===== src/rtl/text_pkg.sv =====
// Shared text-mode definitions: screen geometry, control codes and the
// row-base address formula used by both this writer and the renderer.
package text_pkg;
    localparam int TXT_COLS   = 40;
    localparam int TXT_ROWS   = 30;
    localparam int TXT_ADDR_W = 12;
    localparam logic [7:0] TXT_BLANK = 8'h20;

    localparam logic [7:0] CH_BS = 8'h08;
    localparam logic [7:0] CH_LF = 8'h0A;
    localparam logic [7:0] CH_FF = 8'h0C;
    localparam logic [7:0] CH_CR = 8'h0D;

    typedef enum logic [2:0] {
        CLEAR_ALL,
        IDLE,
        WRITE,
        SCROLL_RD,
        SCROLL_WR,
        CLEAR_ROW
    } state_t;

    typedef enum logic [2:0] {
        CUR_NONE,
        CUR_ADV,
        CUR_CR,
        CUR_LF,
        CUR_BS,
        CUR_HOME
    } cur_cmd_t;

    // 40 columns avoids a multiplier: row*40 = row*32 + row*8
    function automatic logic [TXT_ADDR_W-1:0] row_base(input logic [4:0] row, input int cols);
        logic [TXT_ADDR_W-1:0] r;
        r = TXT_ADDR_W'(row);
        if (cols == 40) begin
            return (r << 5) + (r << 3);
        end
        return r * TXT_ADDR_W'(cols);
    endfunction
endpackage


===== src/rtl/text_cursor.sv =====
// Cursor position registers; reports when a line advance falls off the
// bottom row so the writer can scroll instead.
module text_cursor
    import text_pkg::*;
#(
    parameter int COLS = TXT_COLS,
    parameter int ROWS = TXT_ROWS
) (
    input  logic       clk,
    input  logic       rst_n,
    input  cur_cmd_t   cmd,
    output logic [5:0] col,
    output logic [4:0] row,
    output logic       scroll_req
);
    logic [5:0] col_nxt;
    logic [4:0] row_nxt;
    logic       wrap;

    always_comb begin
        col_nxt    = col;
        row_nxt    = row;
        wrap       = 1'b0;
        scroll_req = 1'b0;
        case (cmd)
            CUR_ADV: begin
                if (col == 6'(COLS - 1)) begin
                    col_nxt = '0;
                    wrap    = 1'b1;
                end else begin
                    col_nxt = col + 6'd1;
                end
            end
            CUR_CR: col_nxt = '0;
            CUR_LF: begin
                col_nxt = '0;
                wrap    = 1'b1;
            end
            CUR_BS: begin
                if (col != '0) col_nxt = col - 6'd1;
            end
            CUR_HOME: begin
                col_nxt = '0;
                row_nxt = '0;
            end
            default: ;
        endcase
        // The bottom row stays put; the screen contents move up instead
        if (wrap) begin
            if (row == 5'(ROWS - 1)) scroll_req = 1'b1;
            else                     row_nxt    = row + 5'd1;
        end
    end

    always_ff @(posedge clk or negedge rst_n) begin
        if (!rst_n) begin
            col <= '0;
            row <= '0;
        end else begin
            col <= col_nxt;
            row <= row_nxt;
        end
    end
endmodule


===== src/rtl/text_console_writer.sv =====
// Byte-stream console writer: interprets control codes, writes characters
// into the 40x30 text buffer, and performs full clears and one-line scrolls.
//   state     | meaning
//   CLEAR_ALL | blank every cell, one write per cycle, then home cursor
//   IDLE      | ready for one byte
//   WRITE     | act on latched byte (write and/or move cursor)
//   SCROLL_RD | read source cell src
//   SCROLL_WR | write that data to src-COLS
//   CLEAR_ROW | blank the bottom row
module text_console_writer
    import text_pkg::*;
#(
    parameter int COLS   = TXT_COLS,
    parameter int ROWS   = TXT_ROWS,
    parameter int ADDR_W = TXT_ADDR_W,
    parameter logic [7:0] BLANK = TXT_BLANK
) (
    input  logic              clk,
    input  logic              clr,
    input  logic [7:0]        char_dat,
    input  logic              char_valid,
    output logic              char_ready,
    output logic [ADDR_W-1:0] mem_addr,
    output logic [7:0]        mem_wdata,
    output logic              mem_we,
    output logic              mem_re,
    input  logic [7:0]        mem_rdata,
    output logic [5:0]        cursor_col,
    output logic [4:0]        cursor_row,
    output logic              busy
);
    localparam logic [ADDR_W-1:0] LAST_ADDR = ADDR_W'(COLS * ROWS - 1);
    localparam logic [ADDR_W-1:0] COLS_A    = ADDR_W'(COLS);
    localparam logic [ADDR_W-1:0] LAST_ROW  = ADDR_W'((ROWS - 1) * COLS);

    state_t            state, state_nxt;
    logic [ADDR_W-1:0] cnt, cnt_nxt;
    logic [7:0]        byte_q;
    cur_cmd_t          cmd;
    logic              scroll_req;
    logic [ADDR_W-1:0] cur_addr;
    logic              we_c, re_c, ready_c, busy_c;
    logic [ADDR_W-1:0] addr_c;
    logic [7:0]        wdata_c;

    text_cursor #(.COLS(COLS), .ROWS(ROWS)) u_cursor (
        .clk        (clk),
        .rst_n      (clr),
        .cmd        (cmd),
        .col        (cursor_col),
        .row        (cursor_row),
        .scroll_req (scroll_req)
    );

    assign cur_addr = ADDR_W'(row_base(cursor_row, COLS)) + ADDR_W'(cursor_col);

    always_comb begin
        state_nxt = state;
        cnt_nxt   = cnt;
        cmd       = CUR_NONE;
        we_c      = 1'b0;
        re_c      = 1'b0;
        ready_c   = 1'b0;
        busy_c    = 1'b0;
        addr_c    = '0;
        wdata_c   = '0;
        case (state)
            CLEAR_ALL: begin
                busy_c  = 1'b1;
                we_c    = 1'b1;
                addr_c  = cnt;
                wdata_c = BLANK;
                if (cnt == LAST_ADDR) begin
                    cnt_nxt   = '0;
                    cmd       = CUR_HOME;
                    state_nxt = IDLE;
                end else begin
                    cnt_nxt = cnt + ADDR_W'(1);
                end
            end
            IDLE: begin
                ready_c = 1'b1;
                if (char_valid) state_nxt = WRITE;
            end
            WRITE: begin
                state_nxt = IDLE;
                if (byte_q >= 8'h20 && byte_q <= 8'h7E) begin
                    we_c    = 1'b1;
                    addr_c  = cur_addr;
                    wdata_c = byte_q;
                    cmd     = CUR_ADV;
                end else begin
                    case (byte_q)
                        CH_CR: cmd = CUR_CR;
                        CH_LF: cmd = CUR_LF;
                        CH_BS: begin
                            if (cursor_col != '0) begin
                                we_c    = 1'b1;
                                addr_c  = cur_addr - ADDR_W'(1);
                                wdata_c = BLANK;
                                cmd     = CUR_BS;
                            end
                        end
                        CH_FF: begin
                            state_nxt = CLEAR_ALL;
                            cnt_nxt   = '0;
                        end
                        default: ;
                    endcase
                end
                if (scroll_req) begin
                    state_nxt = SCROLL_RD;
                    cnt_nxt   = COLS_A;
                end
            end
            SCROLL_RD: begin
                busy_c    = 1'b1;
                re_c      = 1'b1;
                addr_c    = cnt;
                state_nxt = SCROLL_WR;
            end
            SCROLL_WR: begin
                busy_c  = 1'b1;
                we_c    = 1'b1;
                addr_c  = cnt - COLS_A;
                wdata_c = mem_rdata;
                if (cnt == LAST_ADDR) begin
                    cnt_nxt   = LAST_ROW;
                    state_nxt = CLEAR_ROW;
                end else begin
                    cnt_nxt   = cnt + ADDR_W'(1);
                    state_nxt = SCROLL_RD;
                end
            end
            CLEAR_ROW: begin
                busy_c  = 1'b1;
                we_c    = 1'b1;
                addr_c  = cnt;
                wdata_c = BLANK;
                if (cnt == LAST_ADDR) begin
                    cnt_nxt   = '0;
                    state_nxt = IDLE;
                end else begin
                    cnt_nxt = cnt + ADDR_W'(1);
                end
            end
            default: begin
                state_nxt = CLEAR_ALL;
                cnt_nxt   = '0;
            end
        endcase
    end

    always_ff @(posedge clk or negedge clr) begin
        if (!clr) begin
            state  <= CLEAR_ALL;
            cnt    <= '0;
            byte_q <= '0;
        end else begin
            state <= state_nxt;
            cnt   <= cnt_nxt;
            if (state == IDLE && char_valid) byte_q <= char_dat;
        end
    end

    // Outputs are forced low for the whole time clr is held
    assign mem_we     = clr & we_c;
    assign mem_re     = clr & re_c;
    assign char_ready = clr & ready_c;
    assign busy       = clr & busy_c;
    assign mem_addr   = clr ? addr_c  : '0;
    assign mem_wdata  = clr ? wdata_c : '0;
endmodule


===== config.mk =====
export PLATFORM = sky130hd
export DESIGN_NAME = text_console_writer
export DESIGN_NICKNAME = d
export VERILOG_FILES = /design/src/rtl/text_pkg.sv /design/src/rtl/text_cursor.sv /design/src/rtl/text_console_writer.sv
export SDC_FILE = /design/constraint.sdc
export NUM_CORES = 1
export LEC_CHECK = 0
export CORE_UTILIZATION = 55
export DETAILED_ROUTE_END_ITERATION = 10
export PLACE_DENSITY = 0.93
export SYNTH_ARGS = -nofsm -noshare
export SYNTH_HDL_FRONTEND = slang
export SYNTH_SLANG_ARGS = --single-unit

===== constraint.sdc =====
create_clock -name clk -period 7.65 [get_ports clk]
set_clock_uncertainty 0.05 [all_clocks]
set_input_delay 1.9125 -clock clk [delete_from_list [all_inputs] [get_ports clk]]
set_output_delay 1.9125 -clock clk [all_outputs]
set_load 0.03 [all_outputs]

==> results.md, run 1 <==
- Of the total synthesized cell area, the portion taken by XOR and XNOR cells is 0.04043.
- The worst hold path terminates at cnt[11]$_DFFE_PN0P_.
- The detailed router used layers up to and including met4.
- In the routed design, unresolved DRC markers number 0.
- For this run, the post-layout net count is 485.
- The number of antenna violations at the first check in global routing is 0.
- The maximum net fanout on the critical path is 8.
- STA classifies the critical path startpoint as a register.
- In the layout the commonest cells are 52 x clkdlybuf4s50_1, 51 x nor2_1, 37 x nand2_1, 34 x dfrtp_1, 22 x a21oi_1.
- Setup repair after global routing left no endpoint under its margin.
- In this run the tool buffered the top-level ports with 53 buffer cells.
- The met1 wire length is 3.548 mm.
- The region available for standard cell placement spans 5608 um2.
- The maximum number of pins on one net before global-route repair is 38.
- The tree is rooted in a clkbuf_8.
- The mapped netlist covers 3249 um2.
- Clock tree synthesis inserted a total of 5 buffers.
- Wire segments on met3 add up to 572 um in the final route.
- After synthesis, the mean cell area works out to 8.003 um2.
- Static timing analysis puts the maximum clock frequency at 0.1739 GHz.
- The worst path in the final design needs a cycle of 5.749 ns, including I/O delays and setup.
- The number of clock sinks seen by CTS is 34.
- Once placement completed, the tool counted placed cells totaling 512.
- The share of synthesized area spent on multiplexers is 0.03389.
- The synthesis-stage register bit count is 34.
- The dominant synthesized flop cell is dfrtp_1.
- Summed over all cells, the static leakage comes to 1.555 nW.
- Summing over every cut layer, the via total after detailed routing is 3331.
- The number of global-route vias before repair came to 3080.
- At the pin with the least slew margin, the transition time is 1.057 ns.
- The I/O pin count is 54.
- The cell depth of the worst flop-to-flop path is 5.
- After the flow finishes, the layout carries non-filler instances totaling 519.
- The Yosys step of the flow raised 0 warnings.
- The first global-routing pass estimated 14.39 mm of wire.
- The starting density of the core is 0.5794.
- The wire length after detailed routing is 8.424 mm.
- The pre-antenna-repair detailed-routing pass consisted of 5 iterations.
- Summed over all layers, the global routing overflow is 0.
- After the first detailed-routing iteration, the DRC count stood at 298.
- The required time at the worst-slack endpoint is 5.69 ns.
- The startpoint identified for the worst hold timing path is cnt[11]$_DFFE_PN0P_.
- The detail route stage leaves a number of antenna-violating nets equal to 0.
- The max-slew violation count is 0.
- In this run the horizontal extent of the chip is 78.87 um.
- The share of the synthesized area in compound gates (AO/OA/AOI/OAI) is 0.2453.
- The clock tree synthesis step divided the H-tree into 2 levels.
- The detailed placer's ending HPWL is 6.309 mm.
- The run finished with clean final reports.
- The final non-filler cell area is 3852 um2.
- The count of endpoints failing hold in the final timing report came to 0.
- The total of hold buffers inserted after clock tree synthesis is 0.
- The routability congestion estimate is 0.8531.
- The worst pin sits at a relative slew slack of 0.2929.
- The final number of setup-violating endpoints is 0.
- The area growth from synthesis to layout is 18.56%.
- The max capacitance violation total is 0.
- The proportion of layout cells with a drive suffix above 1 is 0.08054.
- The synthesized netlist net count is 444.
- The gate count of the mapped netlist is 406.
- The number of resized instances in the post-cts repair step is 0.
- In the finished design, the share of the clock period the worst path needs comes to 0.7516.
- After clock tree synthesis, the clock-pin slew on the worst setup and hold paths is 0.07 ns.
- The worst-case IR drop observed on VDD is 0.0001894 V.
- The clock insertion delay at the later pin of the skew report is 0.29 ns.
- The count of distinct cell types in the synthesized netlist is 69.
- The floorplan row count is 27.
- The fraction of synthesis flops using an asynchronous set or reset pin is 1.000.
- Adding up every negative setup slack in the final design gives 0 ns.
- The library cell used most frequently in the layout, excluding fill and tap cells, is clkdlybuf4s50_1.
- After layout, the design draws a total of 1.079 mW.
- By area, the combinational part of the netlist is dominated by simple AND/OR/NAND/NOR gates.
- STA classifies the critical path endpoint as an output port.
- The share of the yosys chip area belonging to registers is 0.2618.
- The synthesized-area fraction occupied by adder cells is 0.07778.
- The routed length on met2 is 4.070 mm.
- The worst hold path stage count is 1.
- Once layout is complete, the utilization of the core stands at 0.6870.
- The worst register-to-register path has a setup slack of 5.05 ns.
- After detailed routing, the number of vias per cell comes to 6.418.
- The repair_antennas step left the layout with diodes totalling 0.
- The total power density per cell area is 280.2 nW/um2.
- The wire length per cell is 16.23 um.
- The number of synthesized flops with an enable pin is 0.
- Data on the critical path arrives at its endpoint at 3.79 ns.
- The clock tree from TritonCTS is built.
- The endpoint identified for the worst register-to-register timing path is u_cursor.col[4]$_DFFE_PN0P_.
- The path class of the tightest hold or removal check is reg -> reg.
- The area of the die is 6220 um2.
- The total global-route track usage is 0.2892.
- The reg-to-reg critical path startpoint is state[1]$_DFFE_PN0P_.
- The count of fill cells added during filler insertion is 456.
- The instance area at placement is 3776 um2.
- In this run the post-CTS setup repair buffer count came out at 0.
- The number of buffers on the longest clock path is 2.
- The die height is 78.87 um.
- The class of the most critical setup path is reg -> out.
- Of the total synthesized cell area, the portion taken by AND, OR, NAND and NOR gates is 0.2869.
## registers in the layout, indices dropped and copies added, names as in the netlist
name,cells
state,3
byte_q,8
u_cursor.row,5
u_cursor.col,6
cnt,12
## per-stage QoR
stage / setup WS [ns] / hold WS [ns]
CTS: 1.925 / 0.4976
floorplan: 2.562 / 0.4371
detailed placement: 1.945 / 0.4903
global placement: 2.012 / 0.4716
global route: 1.689 / 0.5335
finish: 1.901 / 0.4999
## worst max-delay path, cell delays in order (launching register included)
cell and delay [ns]:
dfrtp_1 0.50, inv_1 0.13, fa_1 0.54, inv_1 0.06, ha_1 0.29, a211o_1 0.31
a21oi_1 0.23, o21ai_0 0.14, nor3_1 0.29, xor2_1 0.19, a31o_2 0.17, clkdlybuf4s50_1 0.66
## cell usage after synthesis (all sizes together) (2+ instances only)
cell type	count	area [um2]
a211oi	2	27.53
a21boi	3	33.78
a21o	4	30.03
a21oi	22	110.1
a221oi	8	87.59
a22oi	8	65.06
a311oi	3	32.53
a31oi	7	43.79
and2	5	31.28
and3	6	37.54
and4	4	37.54
buf	8	55.05
clkbuf	13	48.80
dfrtp	34	850.8
fa	2	40.04
ha	17	212.7
inv	19	71.32
mux2	8	90.09
mux2i	2	20.02
nand2	39	156.4
nand2b	7	43.79
nand3	20	100.1
nand3b	4	30.03
nand4	5	31.28
nor2	51	191.4
nor2b	6	37.54
nor3	10	66.32
nor3b	4	35.03
o211ai	4	35.03
o21a	4	30.03
o21ai	28	140.1
o221ai	2	17.52
o31ai	10	80.07
or2	2	12.51
or3	4	25.02
or3b	2	20.02
xnor2	9	78.83
xor2	6	52.55
## per-layer routing
layer | up-vias | track usage
met3 | 27 | 0.03448
met5 | - | 0
met4 | 0 | 0.1273
met1 | 1577 | 0.3812
li1 | 1562 | -
met2 | 165 | 0.4765
## report_power, final
group	leakage [nW]	internal, mW	switching (mW)	total, mW
combinational	1.08	0.244	0.370	0.614
clock	0.0383	0.0627	0.0643	0.127
sequential	0.439	0.228	0.110	0.339
## cell families (layout without fill, tap and decap cells)
kind of cell,count (synthesis),after routing
adder cells (fa/ha/maj),19,19
flip-flops,34,34
AO/OA/AOI/OAI,112,112
buffers and inverters,40,81
multiplexers,10,10
XOR/XNOR,15,15
AND/OR/NAND/NOR,176,176
## layout make-up
class	count	area, um2	share of cell area
Clock buffer	7	76.32	0.01981
Sequential cell	34	850.8	0.2209
Tap cell	72	90.09	0.02338
Timing Repair Buffer	55	540.5	0.1403
Inverter	19	71.32	0.01851
Multi-Input combinational cell	332	2223	0.5771
## worst max path at each step
| stage | startpoint | endpoint | slack [ns] | cells after the start |
|---|---|---|---|---|
| final | u_cursor.row[2]$_DFF_PN0_ | mem_addr[9] | 1.90 | 11 |
| after global routing | u_cursor.row[0]$_DFF_PN0_ | mem_addr[9] | 1.69 | 11 |
| after CTS | clr | mem_addr[10] | 1.92 | 8 |
| after detailed placement | clr | mem_addr[10] | 1.94 | 8 |
| after global placement | clr | mem_addr[10] | 2.01 | 8 |
| after floorplan | u_cursor.col[5]$_DFFE_PN0P_ | mem_addr[10] | 2.56 | 9 |
Power figures use the tool's default switching activity.
==> inputs of run 2 (changes only) <==
==> constraint.sdc (replaced) <==
create_clock -name clk -period 5.95 [get_ports clk]
set_clock_uncertainty 0.05 [all_clocks]
set_input_delay 1.4875 -clock clk [delete_from_list [all_inputs] [get_ports clk]]
set_output_delay 1.4875 -clock clk [all_outputs]
set_load 0.03 [all_outputs]
==> run 2 against run 1 <==
Net effect:
- core utilization is 0.54 points higher
- routed wire length is 3.9% higher
- global-route usage is 0.78 points higher
- via count is 0.30% higher
- sequential power is 29% higher
- hold slack worse by 0.013 ns
- combinational power is 32% higher
- non-clock buffer count stayed put
- clock-buffer cell count stayed put
- total power is 35% higher
- die area stayed put
- critical path type unchanged
- largest power group unchanged
==> results.md, run 2 (synthesized netlist as in run 1, its figures left out) <==
- Tracing the worst setup path back leads to its startpoint at u_cursor.row[2]$_DFF_PN0_.
- In the routed design, unresolved DRC markers number 0.
- The global-route track usage on met1 is 0.3851.
- In this run the tool buffered the top-level ports with 53 buffer cells.
- The met3 usage in global routing is 0.04368.
- The arrival time of the worst setup path is 3.82 ns.
- The average vias per placed instance is 6.425.
- Along the worst hold path, the cell count comes to 1.
- For the pin with the worst max-slew slack, the measured transition is 1.064 ns.
- The final core utilization is 0.6923.
- The number of CTS-inserted buffers is 5.
- The layer carrying the most global-route usage is met2.
- The area of the core region is 5608 um2.
- The leftover overflow at the end of global routing is 0.
- 0 antenna diodes ended up in the layout.
- From synthesis to final layout, the design area changed by 19.48%.
- The floorplan row count is 27.
- The number of nets at the end of the flow is 485.
- Walking the worst path, the cells encountered are inv_1 > fa_1 > inv_1 > ha_1 > a211o_1 > a21oi_1 > o21ai_0 > nor3_1 > xor2_1 > a31o_2 > clkdlybuf4s50_1.
- The cell that appears most often on the critical path is inv_1.
- Clock-pin slew was measured on the worst setup and hold paths at 0.07 ns.
- The flip-flop and latch area is 850.8 um2.
- The worst-case register-to-register setup slack is 3.35 ns.
- The clock drives 34 sinks.
- The final number of setup-violating endpoints is 0.
- The class of the most critical setup path is reg -> out.
- The end of the worst register-to-register path is cnt[10]$_DFFE_PN0P_.
- The count of endpoints failing hold in the final timing report is 0.
- For this run, the detailed router's first-pass iteration total came to 5.
- The top cell family by delay on the critical path is compound AO/OA/AOI/OAI gates.
- The path with the worst hold slack has its endpoint at cnt[11]$_DFFE_PN0P_.
- The clock tree from TritonCTS is built.
- After filler insertion, the fill cell instance count of the layout stands at 449.
- The maximum frequency from static timing analysis is 0.1867 GHz.
- The die is 78.87 um wide.
- The die covers 6220 um2.
- The die height is 78.87 um.
- The number of setup buffers added after CTS is 0.
- The cell depth of the worst flop-to-flop path is 6.
- The min-delay analysis places its worst path in the category reg -> reg.
- The slowest stage of the critical path is the clkdlybuf4s50_1 cell.
- In the final layout, the registers with the most flip-flops are cnt x12, byte_q x8, u_cursor.col x6.
- The routed via count is 3341.
- The iteration-0 DRC count of the detailed router is 377.
- The initial utilization of the core area, before any placement, comes to 0.5794.
- At the later pin of the worst-skew pair, clock insertion delay measures 0.29 ns.
- For met2 alone, demand over resource in global routing was 0.4965.
- In this design, the stage delay of the slowest critical-path cell is 0.66 ns.
- The area taken by multi-input logic gates is 2223 um2.
- The flip-flop count of the largest register after layout is 12.
- In the final routed layout, each cell accounts on average for 16.84 um.
- STA puts the critical path data required time at 4.41 ns.
- The root buffer cell chosen for the clock tree is clkbuf_8.
- The total global-route track usage is 0.2970.
- The number of antenna violations at the first check in global routing is 0.
- In this run the number of H-tree levels came out at 2.
- 54 I/O pins were placed.
- Summed over all cells, the static leakage comes to 1.569 nW.
- The number of global-route vias before repair came to 3144.
- The run finished with clean final reports.
- Timing analysis after detailed placement gives a worst setup slack of 0.9351 ns.
- Dividing total power by cell area gives a power density of 376.4 nW/um2.
- After routing the design area is 3882 um2.
- The post-layout minimum cycle time is 5.357 ns.
- The worst setup path is captured at an output port.
- The reg-to-reg critical path startpoint is state[0]$_DFFE_PN0P_.
- Setup slack closes at 0.5928 ns.
- The worst IR drop on VDD is 0.0002829 V.
- The max-slew violation count came to 0.
- Once detail routing completed, the nets flagged for antenna violations numbered 0.
- The library cells used most frequently in the layout, excluding fill and tap cells, are 52 x clkdlybuf4s50_1, 51 x nor2_1, 37 x nand2_1, 34 x dfrtp_1, 22 x a21oi_1.
- The detailed placer's ending HPWL is 6.361 mm.
- The placed instances occupy a cell area of 3776 um2.
- The max capacitance violation total is 0.
- The post-route clock period utilization is 0.9004.
- The first global-routing pass estimated 14.68 mm of wire.
- The startpoint class of the critical path is a register.
- Hold timing on the final database bottoms out at a slack of 0.4870 ns.
- The routability congestion estimate is 0.9167.
- Once the clock tree was built, the resizer swapped 0 gates to a different size.
- Setup repair after global routing left no endpoint under its margin.
- Of the cells placed in the final design, the portion with a size suffix greater than 1 is 0.08259.
- The top register by number of flip-flops is cnt.
- The number of buffer and inverter instances along the worst setup path is 3.
- The clock passes through at most 2 buffers.
- Entering global routing, the biggest net connects 38 pins.
- The wire length after detailed routing is 8.755 mm.
- Setup total negative slack on the finished layout was measured at 0 ns.
- Leaving out fill and tap cells, the most frequent cell in the layout is clkdlybuf4s50_1.
- The relative slew slack is 0.2877.
- The total of hold buffers inserted after clock tree synthesis is 0.
- The maximum net fanout on the critical path is 8.
- The startpoint of the worst hold path is cnt[11]$_DFFE_PN0P_.
## run 2: worst reg2reg max path: stages (launching register included)
cell and delay [ns]:
dfrtp_1 0.56, nor2b_1 0.89, a311oi_2 0.28, nor2_1 0.30, a31oi_1 0.09, o31ai_1 0.21, o21ai_1 0.10
## run 2: how the worst max path moves through the flow
stage | depth (start not counted) | endpoint | slack (ns)
after floorplan | 9 | mem_addr[10] | 1.29
after global placement | 11 | mem_addr[9] | 1.12
after detailed placement | 11 | mem_addr[9] | 0.94
after CTS | 11 | mem_addr[9] | 0.63
after global routing | 11 | mem_addr[11] | 0.41
final | 11 | mem_addr[9] | 0.59
## run 2: power by group
group	internal, mW	switching (mW)	total [mW]
clock network	0.125	0.0879	0.213
logic	0.315	0.496	0.811
registers	0.293	0.144	0.437
## run 2: routing by layer
metal / wire [um] / part of all wire
met5: 0 / 0
met4: 233 / 0.027
met3: 663 / 0.076
met2: 4182 / 0.48
met1: 3675 / 0.42
## run 2: stage by stage
stage | power, mW | std cells
floorplan | 0.9915 | 406
global placement | 1.182 | 512
detailed placement | 1.223 | 512
CTS | 1.441 | 520
global route | 1.555 | 520
finish | 1.461 | 520
## run 2: final cells by class
| class | count | area share |
|---|---|---|
| repair buffers | 55 | 0.1392 |
| clock inverters | 1 | 0.007734 |
| inverters | 19 | 0.01837 |
| clock buffers | 7 | 0.01966 |
| multi-input cells | 332 | 0.5727 |
| well taps | 72 | 0.02320 |
| flip-flops and latches | 34 | 0.2191 |
==> inputs of run 3 (changes only) <==
--- a/config.mk
+++ b/config.mk
@@ -8,6 +8,7 @@
 export CORE_UTILIZATION = 55
 export DETAILED_ROUTE_END_ITERATION = 10
 export PLACE_DENSITY = 0.93
+export SKIP_LAST_GASP = 1
 export SYNTH_ARGS = -nofsm -noshare
 export SYNTH_HDL_FRONTEND = slang
 export SYNTH_SLANG_ARGS = --single-unit
==> results of run 3 <==
Final layout, timing and power as in run 2 (identical DEF).
